==> src/rtl/rescale_bilinear_core.sv <==
// Bilinear rescale core: sweeps destination x over a two-row source window, blends the four
// RGB565 neighbours and streams RGB888 pixels on an AXI4-Stream master with backpressure.
module rescale_bilinear_core #(
    parameter int unsigned SRC_WIDTH = 320,
    parameter int unsigned DST_WIDTH = 640,
    parameter int unsigned X_STEP    = 128
) (
    input  logic        clock,
    input  logic        reset,
    input  logic        row_start,
    input  logic [7:0]  fy,
    input  logic [15:0] neighbor0,
    input  logic [15:0] neighbor1,
    input  logic [15:0] neighbor2,
    input  logic [15:0] neighbor3,
    output logic [10:0] neighbor_offset,
    output logic [31:0] M_AXIS_TDATA,
    output logic        M_AXIS_TVALID,
    output logic        M_AXIS_TLAST,
    input  logic        M_AXIS_TREADY,
    output logic        row_done,
    output logic        busy
);
    localparam int unsigned CntW = $clog2(DST_WIDTH + 1);
    localparam logic [1:0] StIdle  = 2'd0;
    localparam logic [1:0] StRun   = 2'd1;
    localparam logic [1:0] StDrain = 2'd2;

    logic [1:0]      state_q, state_d;
    logic [18:0]     x_acc_q, x_acc_d;
    logic [CntW-1:0] count_q, count_d;
    logic [7:0]      fy_q, fy_d;

    logic            pipe_en, issue, last_issue, clamp, beat_accept;
    logic [7:0]      fx;

    logic            s1_valid, s1_last, s2_valid, s2_last;
    logic [15:0]     s1_n0, s1_n1, s1_n2, s1_n3;
    logic [7:0]      s1_fx, s1_fy, s2_fy;
    logic [2:0][5:0] s2_top, s2_bot;
    logic [2:0][7:0] pix;

    // Channel index: 2 = R5, 1 = G6, 0 = B5; 5-bit channels are zero-extended to 6.
    function automatic logic [5:0] chan(input logic [15:0] n, input int idx);
        case (idx)
            2:       return {1'b0, n[15:11]};
            1:       return n[10:5];
            default: return {1'b0, n[4:0]};
        endcase
    endfunction

    function automatic logic [5:0] lerp(input logic [5:0] a, input logic [5:0] b,
                                        input logic [7:0] w);
        logic [14:0] acc;
        acc = 15'(a) * 15'(9'd256 - {1'b0, w}) + 15'(b) * 15'(w) + 15'd128;
        return acc[13:8];
    endfunction

    function automatic logic [7:0] expand(input logic [5:0] v, input logic six);
        return six ? {v, v[5:4]} : {v[4:0], v[4:2]};
    endfunction

    assign pipe_en     = !M_AXIS_TVALID || M_AXIS_TREADY;
    assign beat_accept = M_AXIS_TVALID && M_AXIS_TREADY;
    assign issue       = (state_q == StRun) && pipe_en;
    assign last_issue  = count_q == CntW'(DST_WIDTH - 1);

    // Past the second-to-last column the right neighbour would fall off the row.
    assign clamp           = x_acc_q[18:8] >= 11'(SRC_WIDTH - 1);
    assign neighbor_offset = clamp ? 11'(SRC_WIDTH - 2) : x_acc_q[18:8];
    assign fx              = clamp ? 8'hff : x_acc_q[7:0];

    assign busy = (state_q != StIdle) || row_done;

    always_comb begin
        state_d = state_q;
        x_acc_d = x_acc_q;
        count_d = count_q;
        fy_d    = fy_q;
        case (state_q)
            StIdle: begin
                if (row_start) begin
                    state_d = StRun;
                    x_acc_d = '0;
                    count_d = '0;
                    fy_d    = fy;
                end
            end
            StRun: begin
                if (pipe_en) begin
                    x_acc_d = x_acc_q + 19'(X_STEP);
                    count_d = count_q + CntW'(1);
                    if (last_issue) state_d = StDrain;
                end
            end
            StDrain: begin
                if (beat_accept && M_AXIS_TLAST) state_d = StIdle;
            end
            default: state_d = StIdle;
        endcase
    end

    always_ff @(posedge clock) begin
        if (reset) begin
            state_q <= StIdle;
            x_acc_q <= '0;
            count_q <= '0;
            fy_q    <= '0;
        end else begin
            state_q <= state_d;
            x_acc_q <= x_acc_d;
            count_q <= count_d;
            fy_q    <= fy_d;
        end
    end

    always_comb begin
        pix = '0;
        for (int c = 0; c < 3; c++) begin
            pix[c] = expand(lerp(s2_top[c], s2_bot[c], s2_fy), c == 1);
        end
    end

    always_ff @(posedge clock) begin
        if (pipe_en) begin
            s1_n0 <= neighbor0;
            s1_n1 <= neighbor1;
            s1_n2 <= neighbor2;
            s1_n3 <= neighbor3;
            s1_fx <= fx;
            s1_fy <= fy_q;
            s2_fy <= s1_fy;
            for (int c = 0; c < 3; c++) begin
                s2_top[c] <= lerp(chan(s1_n0, c), chan(s1_n1, c), s1_fx);
                s2_bot[c] <= lerp(chan(s1_n2, c), chan(s1_n3, c), s1_fx);
            end
        end
    end

    always_ff @(posedge clock) begin
        if (reset) begin
            s1_valid      <= 1'b0;
            s1_last       <= 1'b0;
            s2_valid      <= 1'b0;
            s2_last       <= 1'b0;
            M_AXIS_TVALID <= 1'b0;
            M_AXIS_TLAST  <= 1'b0;
            M_AXIS_TDATA  <= '0;
            row_done      <= 1'b0;
        end else begin
            row_done <= beat_accept && M_AXIS_TLAST;
            if (pipe_en) begin
                s1_valid      <= issue;
                s1_last       <= issue && last_issue;
                s2_valid      <= s1_valid;
                s2_last       <= s1_valid && s1_last;
                M_AXIS_TVALID <= s2_valid;
                M_AXIS_TLAST  <= s2_valid && s2_last;
                M_AXIS_TDATA  <= {8'h00, pix};
            end
        end
    end
endmodule
==> config.mk <==
export PLATFORM = sky130hd
export DESIGN_NAME = rescale_bilinear_core
export DESIGN_NICKNAME = d
export VERILOG_FILES = /design/src/rtl/rescale_bilinear_core.sv
export SDC_FILE = /design/constraint.sdc
export NUM_CORES = 1
export LEC_CHECK = 0
export BUFFER_PORTS_ARGS = -buffer_cell sky130_fd_sc_hd__buf_4
export CORE_ASPECT_RATIO = 0.75
export CORE_MARGIN = 2
export CORE_UTILIZATION = 25
export DETAILED_ROUTE_END_ITERATION = 16
export SKIP_CTS_REPAIR_TIMING = 1
export SYNTH_ARGS = -nofsm -noshare
export SYNTH_HDL_FRONTEND = slang
export SYNTH_SLANG_ARGS = --single-unit
export TNS_END_PERCENT = 30
==> constraint.sdc <==
create_clock -name clock -period 7.14 [get_ports clock]
set_clock_uncertainty 0.2 [all_clocks]
set_input_delay 0.714 -clock clock [delete_from_list [all_inputs] [get_ports clock]]
set_output_delay 0.714 -clock clock [all_outputs]
set_load 0.01 [all_outputs]
# == Word-level counts from Yosys, hierarchy flattened ==
# Index checks and enable logic that the tools add are counted.
# classes
n_addsub,22
multipliers,18
n_lt_le_gt_ge,1
eq_ne,7
mux,24
reduce_logical,15
# op_table
op,count
adder 14 bit,7
adder 14 x 8 -> 14 bit (second input constant),7
multiplier 6 x 8 -> 14 bit,7
multiplier 6 x 15 -> 14 bit,6
two-way mux 6 bit,12
two-way mux 19 bit,2
case mux 19 bit (2 select lines),1
adder 13 bit,2
adder 13 x 8 -> 13 bit (second input constant),2
multiplier 6 x 8 -> 13 bit,2
two-way mux 10 bit,2
case mux 10 bit (2 select lines),1
subtractor 9 x 8 -> 10 bit (first input constant),2
adder 19 x 8 -> 19 bit (second input constant),1
multiplier 6 x 15 -> 13 bit,1
multiplier 7 x 10 -> 14 bit,1
multiplier 7 x 10 -> 13 bit,1
>= comparator 11 x 9 -> 1 bit (second input constant),1
two-way mux 11 bit,1
adder 10 x 1 -> 10 bit (second input constant),1
equality test 10 bit (second input constant),1
two-way mux 2 bit,4
inequality test 2 bit (second input constant),4
logical AND 1 bit,6
other kinds (10),12
# totals
reg_bits,194
inputBits,76
output_inout_bits,47
wordCells,112

# == Depth between registers and ports, before layout ==
# depth
word_depth,6
mapped_depth,26
depth_no_buf,23

# == Worst setup path after synthesis ==
# Ideal clock, no wire load.
# synth_path
path_type,reg-to-reg
start,register s2_fy[1]
end,register M_AXIS_TDATA[14]
setup_time_ns,0.117
arrival_ns,6.004
required_time_ns,6.823
setup_slack_ns,0.819
stages_incl_launch_ff,22
n_path_buf,3
period_less_slack_ns,6.321
cell_sequence,edfxtp_1 clkbuf_1 clkbuf_1 inv_1 ha_1 xnor2_1 clkbuf_1 nand2_1 fa_1 fa_1 fa_1 fa_1 fa_1 inv_1 ha_1 a2111oi_0 nand2_1 o22ai_1 o21ai_0 a31oi_1 xnor2_1 a22o_1
# synth_between
elab_chain_len,4
elab_cells_between_ends,5
cone_classes,add/sub (3); mul (2)
# synth_rtl
element,line_no,rtl
"start, declared",39,"logic [7:0] s1_fx, s1_fy, s2_fy;"
"start signal, assigned",132,s2_fy <= s1_fy;
subtractor 9 x 8 -> 10 bit,55,"acc = 15'(a) * 15'(9'd256 - {1'b0, w}) + 15'(b) * 15'(w) + 15'd128;"
multiplier 6 x 15 -> 14 bit,55,
adder 14 bit (*),55,
adder 14 x 8 -> 14 bit (*),55,
"end signal, assigned",159,"M_AXIS_TDATA <= {8'h00, pix};"
"end, declared",17,"output logic [31:0] M_AXIS_TDATA,"
# Mark *: on every way between the ends. The rest lies on a longest branch, timed or not.
# A chain may end at the register's enable or synchronous reset.

# == Final worst setup path ==
# Same ends and word-level chain as after synthesis.

==> reports/results.tsv <==
stage	metric	value	unit
status	outcome	finished clean	
cts	Clock Latency Late Sink	500	ps
synth	Mapped Cells	2511	
synth	post-synthesis register bit count	173	
finish	layout cells sized above 1	0.0692	
synth	post-synth cell types	55	
finish	area delta synth->final	11.9	%
critical_path	CP Launch Type	flip-flop	
sta	setup_tns	0	ps
sta	# setup viols final	0	
global_routing	met1 GRT Util	0.153	
critical_path	Worst Reg-to-Reg Cells	20	
critical_path	endpoint of the worst register-to-register path	M_AXIS_TDATA[14]	
flow_run	Max-cap violations	0	
floorplan	Initial Utilization	0.252	
power	clock share of power	0.091	
synth	Ys Warns	0	
critical_path	CP max FO	10	
power	Leakage	0.0145	µW
worst_hold_path	end of the worst hold path	s1_n1[10]	
placement	# port buffers	112	
routing	average wire per standard cell	13.6	µm
synth	Mean Syn Cell Area	9.94	µm²
power	Int Power	5500	µW
routing	Vias/cell	4.08	
floorplan	core area	0.0991	mm²
finish	Nets	3466	
routing	Antenna Violating Nets Remaining	0	
power	total power	10700	µW
floorplan	DIE AREA	0.102	mm²
cts	H-Tree Level Count	4	
floorplan	die span in x	369	µm
power	switching share of power	0.484	
sta	Max-slew headroom	0.263	
routing	DR vias	16100	
cts	Num CTS Buffers	17	
power	PD cells	382	mW/mm²
worst_hold_path	Hold Path Class	in2reg	
cts	clk sinks	173	
synth	ys flop type	edfxtp_1	
global_routing	GRT Total Usage	0.112	
finish	filler cell count	10500	
sta	Final Hold Fails	0	
finish	Diodes inserted	0	
routing	DRT iter0 DRCs	608	
sta	Final Critical Period	6490	ps
worst_hold_path	hold path cells	1	
global_routing	met3 layer usage reported by global route	0.0171	
finish	fin cells	3941	
power	Reg power frac	0.153	
cts	clk slew on worst S/H paths	80	ps
synth	Mapped Area	0.0250	mm²
critical_path	crit path kind	reg2reg	
sta	Slew Viols, Final	0	
sta	Worst-Margin Slew	1110	ps
placement	DP Wirelength	44.8	mm
critical_path	Critical Path AT	6680	ps
sta	fmax	154	MHz
cts	CTS tree	done	
power	switching pwr	5160	µW
placement	placed insts	3909	
critical_path	register-to-register setup slack	650	ps
sta	RSZ-0062 raised after global routing	false	
placement	Area after DPL	0.0274	mm²
sta	Final Cycle Share	0.908	
global_routing	initial antenna violation count	0	
cts	Bufs on Longest Clock Path	2	
cts	root buffer cell	clkbuf_16	
synth	number of enable flip-flop cells after synthesis	118	
finish	Sequential Area	0.00464	mm²
global_routing	largest net degree at the start of global routing	75	
routing	final wirelength	53.6	mm
finish	multi-input logic area	0.0181	mm²
finish	post-route cell area	0.0279	mm²
critical_path	CP Capture Type	flip-flop	
global_routing	grt met2 use	0.184	
synth	asr flop ratio synth	0	
global_routing	Top Usage Layer GRT	met2	
placement	GPL Wtd Cong	0.828	
floorplan	IO Count	123	
worst_hold_path	Hold Crit Start	neighbor1[10]	
global_routing	number of global-route vias before repair	17200	
critical_path	Critical R2R Launch	s2_fy[1]	
synth	register area share after synthesis	0.186	
power	Comb pwr share	0.756	
floorplan	FP Rows	100	
routing	residual DRC count	0	
routing	First-pass DRT Iterations	5	
floorplan	Die Y	278	µm
critical_path	required time worst endpoint	7330	ps
global_routing	Remaining Overflow, GRT	0	
global_routing	first-pass GRT wire length	90.8	mm
power	IR drop worst, VDD	0.000619	V
[logic make-up after synthesis]
group / share of synthesized area
other cells: 0.000150
mux: 0.00160
compound gates: 0.0399
xor+xnor: 0.0423
simple gates: 0.141
flops: 0.186
fa+ha+maj: 0.498
buf+inv: 0.0912
[through the flow]
step | hold slack, ps | util | setup slack [ps]
2_1_floorplan | 200 | - | 819
3_3_place_gp | 202 | 0.276 | 722
3_5_place_dp | 206 | 0.276 | 646
4_1_cts | 141 | 0.282 | 646
5_1_grt | 153 | 0.282 | 312
6_report | 188 | 0.282 | 654
[cell type report]
type	count	area share
tap	1326	0.0594
timing repair buffer	140	0.0376
multi-input combinational	1759	0.647
sequential	173	0.166
clock buffer	18	0.0154
clock inverter	14	0.00546
inverter	511	0.0688
[critical path, stage by stage (launching register included)]
cell and delay (ps):
edfxtp_1 550, or3_1 400, xor2_1 560, buf_4 260
nand2_1 80, fa_1 530, fa_1 530, inv_1 60
fa_1 480, fa_1 490, inv_1 50, fa_1 470
inv_1 40, ha_1 180, a2111oi_0 330, nand2_1 90
o22ai_1 330, o21ai_0 250, a31oi_1 240, xnor2_1 90
a22o_1 180
[per-layer routing]
layer | vias up | share of wire
li1 | 8013 | -
met1 | 7813 | 0.49
met2 | 211 | 0.46
met3 | 43 | 0.032
met4 | 0 | 0.012
met5 | - | 0
[cell usage in the layout, fill, tap and decap left out, types with 4 or more instances in the layout]
| master | synthesis | final |
|---|---|---|
| a2111oi_0 | 4 | 4 |
| a211oi_1 | 7 | 7 |
| a21o_1 | 19 | 19 |
| a21oi_1 | 51 | 51 |
| a22o_1 | 4 | 4 |
| and2_1 | 290 | 290 |
| and3_1 | 8 | 8 |
| buf_4 | 18 | 140 |
| clkbuf_16 | 0 | 17 |
| conb_1 | 1 | 10 |
| dfxtp_1 | 55 | 55 |
| edfxtp_1 | 118 | 118 |
| fa_1 | 342 | 342 |
| ha_1 | 446 | 446 |
| inv_1 | 511 | 510 |
| inv_6 | 0 | 6 |
| mux2i_1 | 4 | 4 |
| nand2_1 | 226 | 226 |
| nand2b_1 | 9 | 9 |
| nand3_1 | 20 | 20 |
| nand4_1 | 15 | 15 |
| nor2_1 | 83 | 83 |
| nor2b_1 | 8 | 7 |
| nor3_1 | 15 | 15 |
| o21a_1 | 16 | 16 |
| o21ai_0 | 19 | 19 |
| o21bai_1 | 4 | 4 |
| o31ai_1 | 4 | 4 |
| xnor2_1 | 76 | 76 |
| xor2_1 | 42 | 42 |
[power by group through the flow]
stage                     Combinational (µW)  Sequential, µW  Clock (µW)
after floorplan                         6350            1450           0
after global placement                  7980            1650           0
after detailed placement                8100            1650           0
after CTS                               8180            1630        1010
after global routing                    9490            1660        1040
final                                   8060            1630         972
[how the worst max path moves through the flow]
stage,startpoint,cells after the start,slack [ps],endpoint
after floorplan,s2_fy[1],21,820,M_AXIS_TDATA[14]
after global placement,s2_fy[3],22,720,M_AXIS_TDATA[14]
after detailed placement,s2_fy[1],20,650,M_AXIS_TDATA[14]
after CTS,s2_fy[1],20,650,M_AXIS_TDATA[14]
after global routing,s2_fy[1],20,310,M_AXIS_TDATA[14]
final,s2_fy[1],20,650,M_AXIS_TDATA[14]
[synth_stat cells, types with 3 or more instances]
cell       number  area share
o21bai_1        4      0.0012
mux2i_1         4      0.0016
nor2b_1         8      0.0020
o21ai_0        19      0.0038
ha_1          446        0.22
and3_1          8      0.0020
a211oi_1        7      0.0021
buf_1           6     0.00090
inv_1         511       0.077
fa_1          342        0.27
nor3_1         15      0.0030
buf_4          18      0.0054
nor2_1         83       0.012
o21a_1         16      0.0048
o31ai_1         4      0.0012
dfxtp_1        55       0.044
edfxtp_1      118        0.14
a21o_1         19      0.0057
nand3_1        20      0.0040
clkbuf_1       51      0.0077
a211o_1         3      0.0011
a21oi_1        51       0.010
and2_1        290       0.073
o41ai_1         3      0.0011
nand2b_1        9      0.0023
a22o_1          4      0.0014
a2111oi_0       4      0.0014
xor2_1         42       0.015
a22oi_1         3     0.00090
xnor2_1        76       0.027
nand4_1        15      0.0038
or3_1           3     0.00075
o211ai_1        3     0.00090
nand2_1       226       0.034
[flip-flops by register name (all words and copies together) (netlist names), 2 cells and up]
name	flops
s1_n3	16
s1_fy	8
M_AXIS_TDATA	16
count_q	10
s1_n1	16
s2_bot	18
fy_q	8
s1_n2	16
state_q	2
s2_fy	8
s1_n0	16
s1_fx	2
s2_top	18
x_acc_q	12
Power figures use the tool's default switching activity.
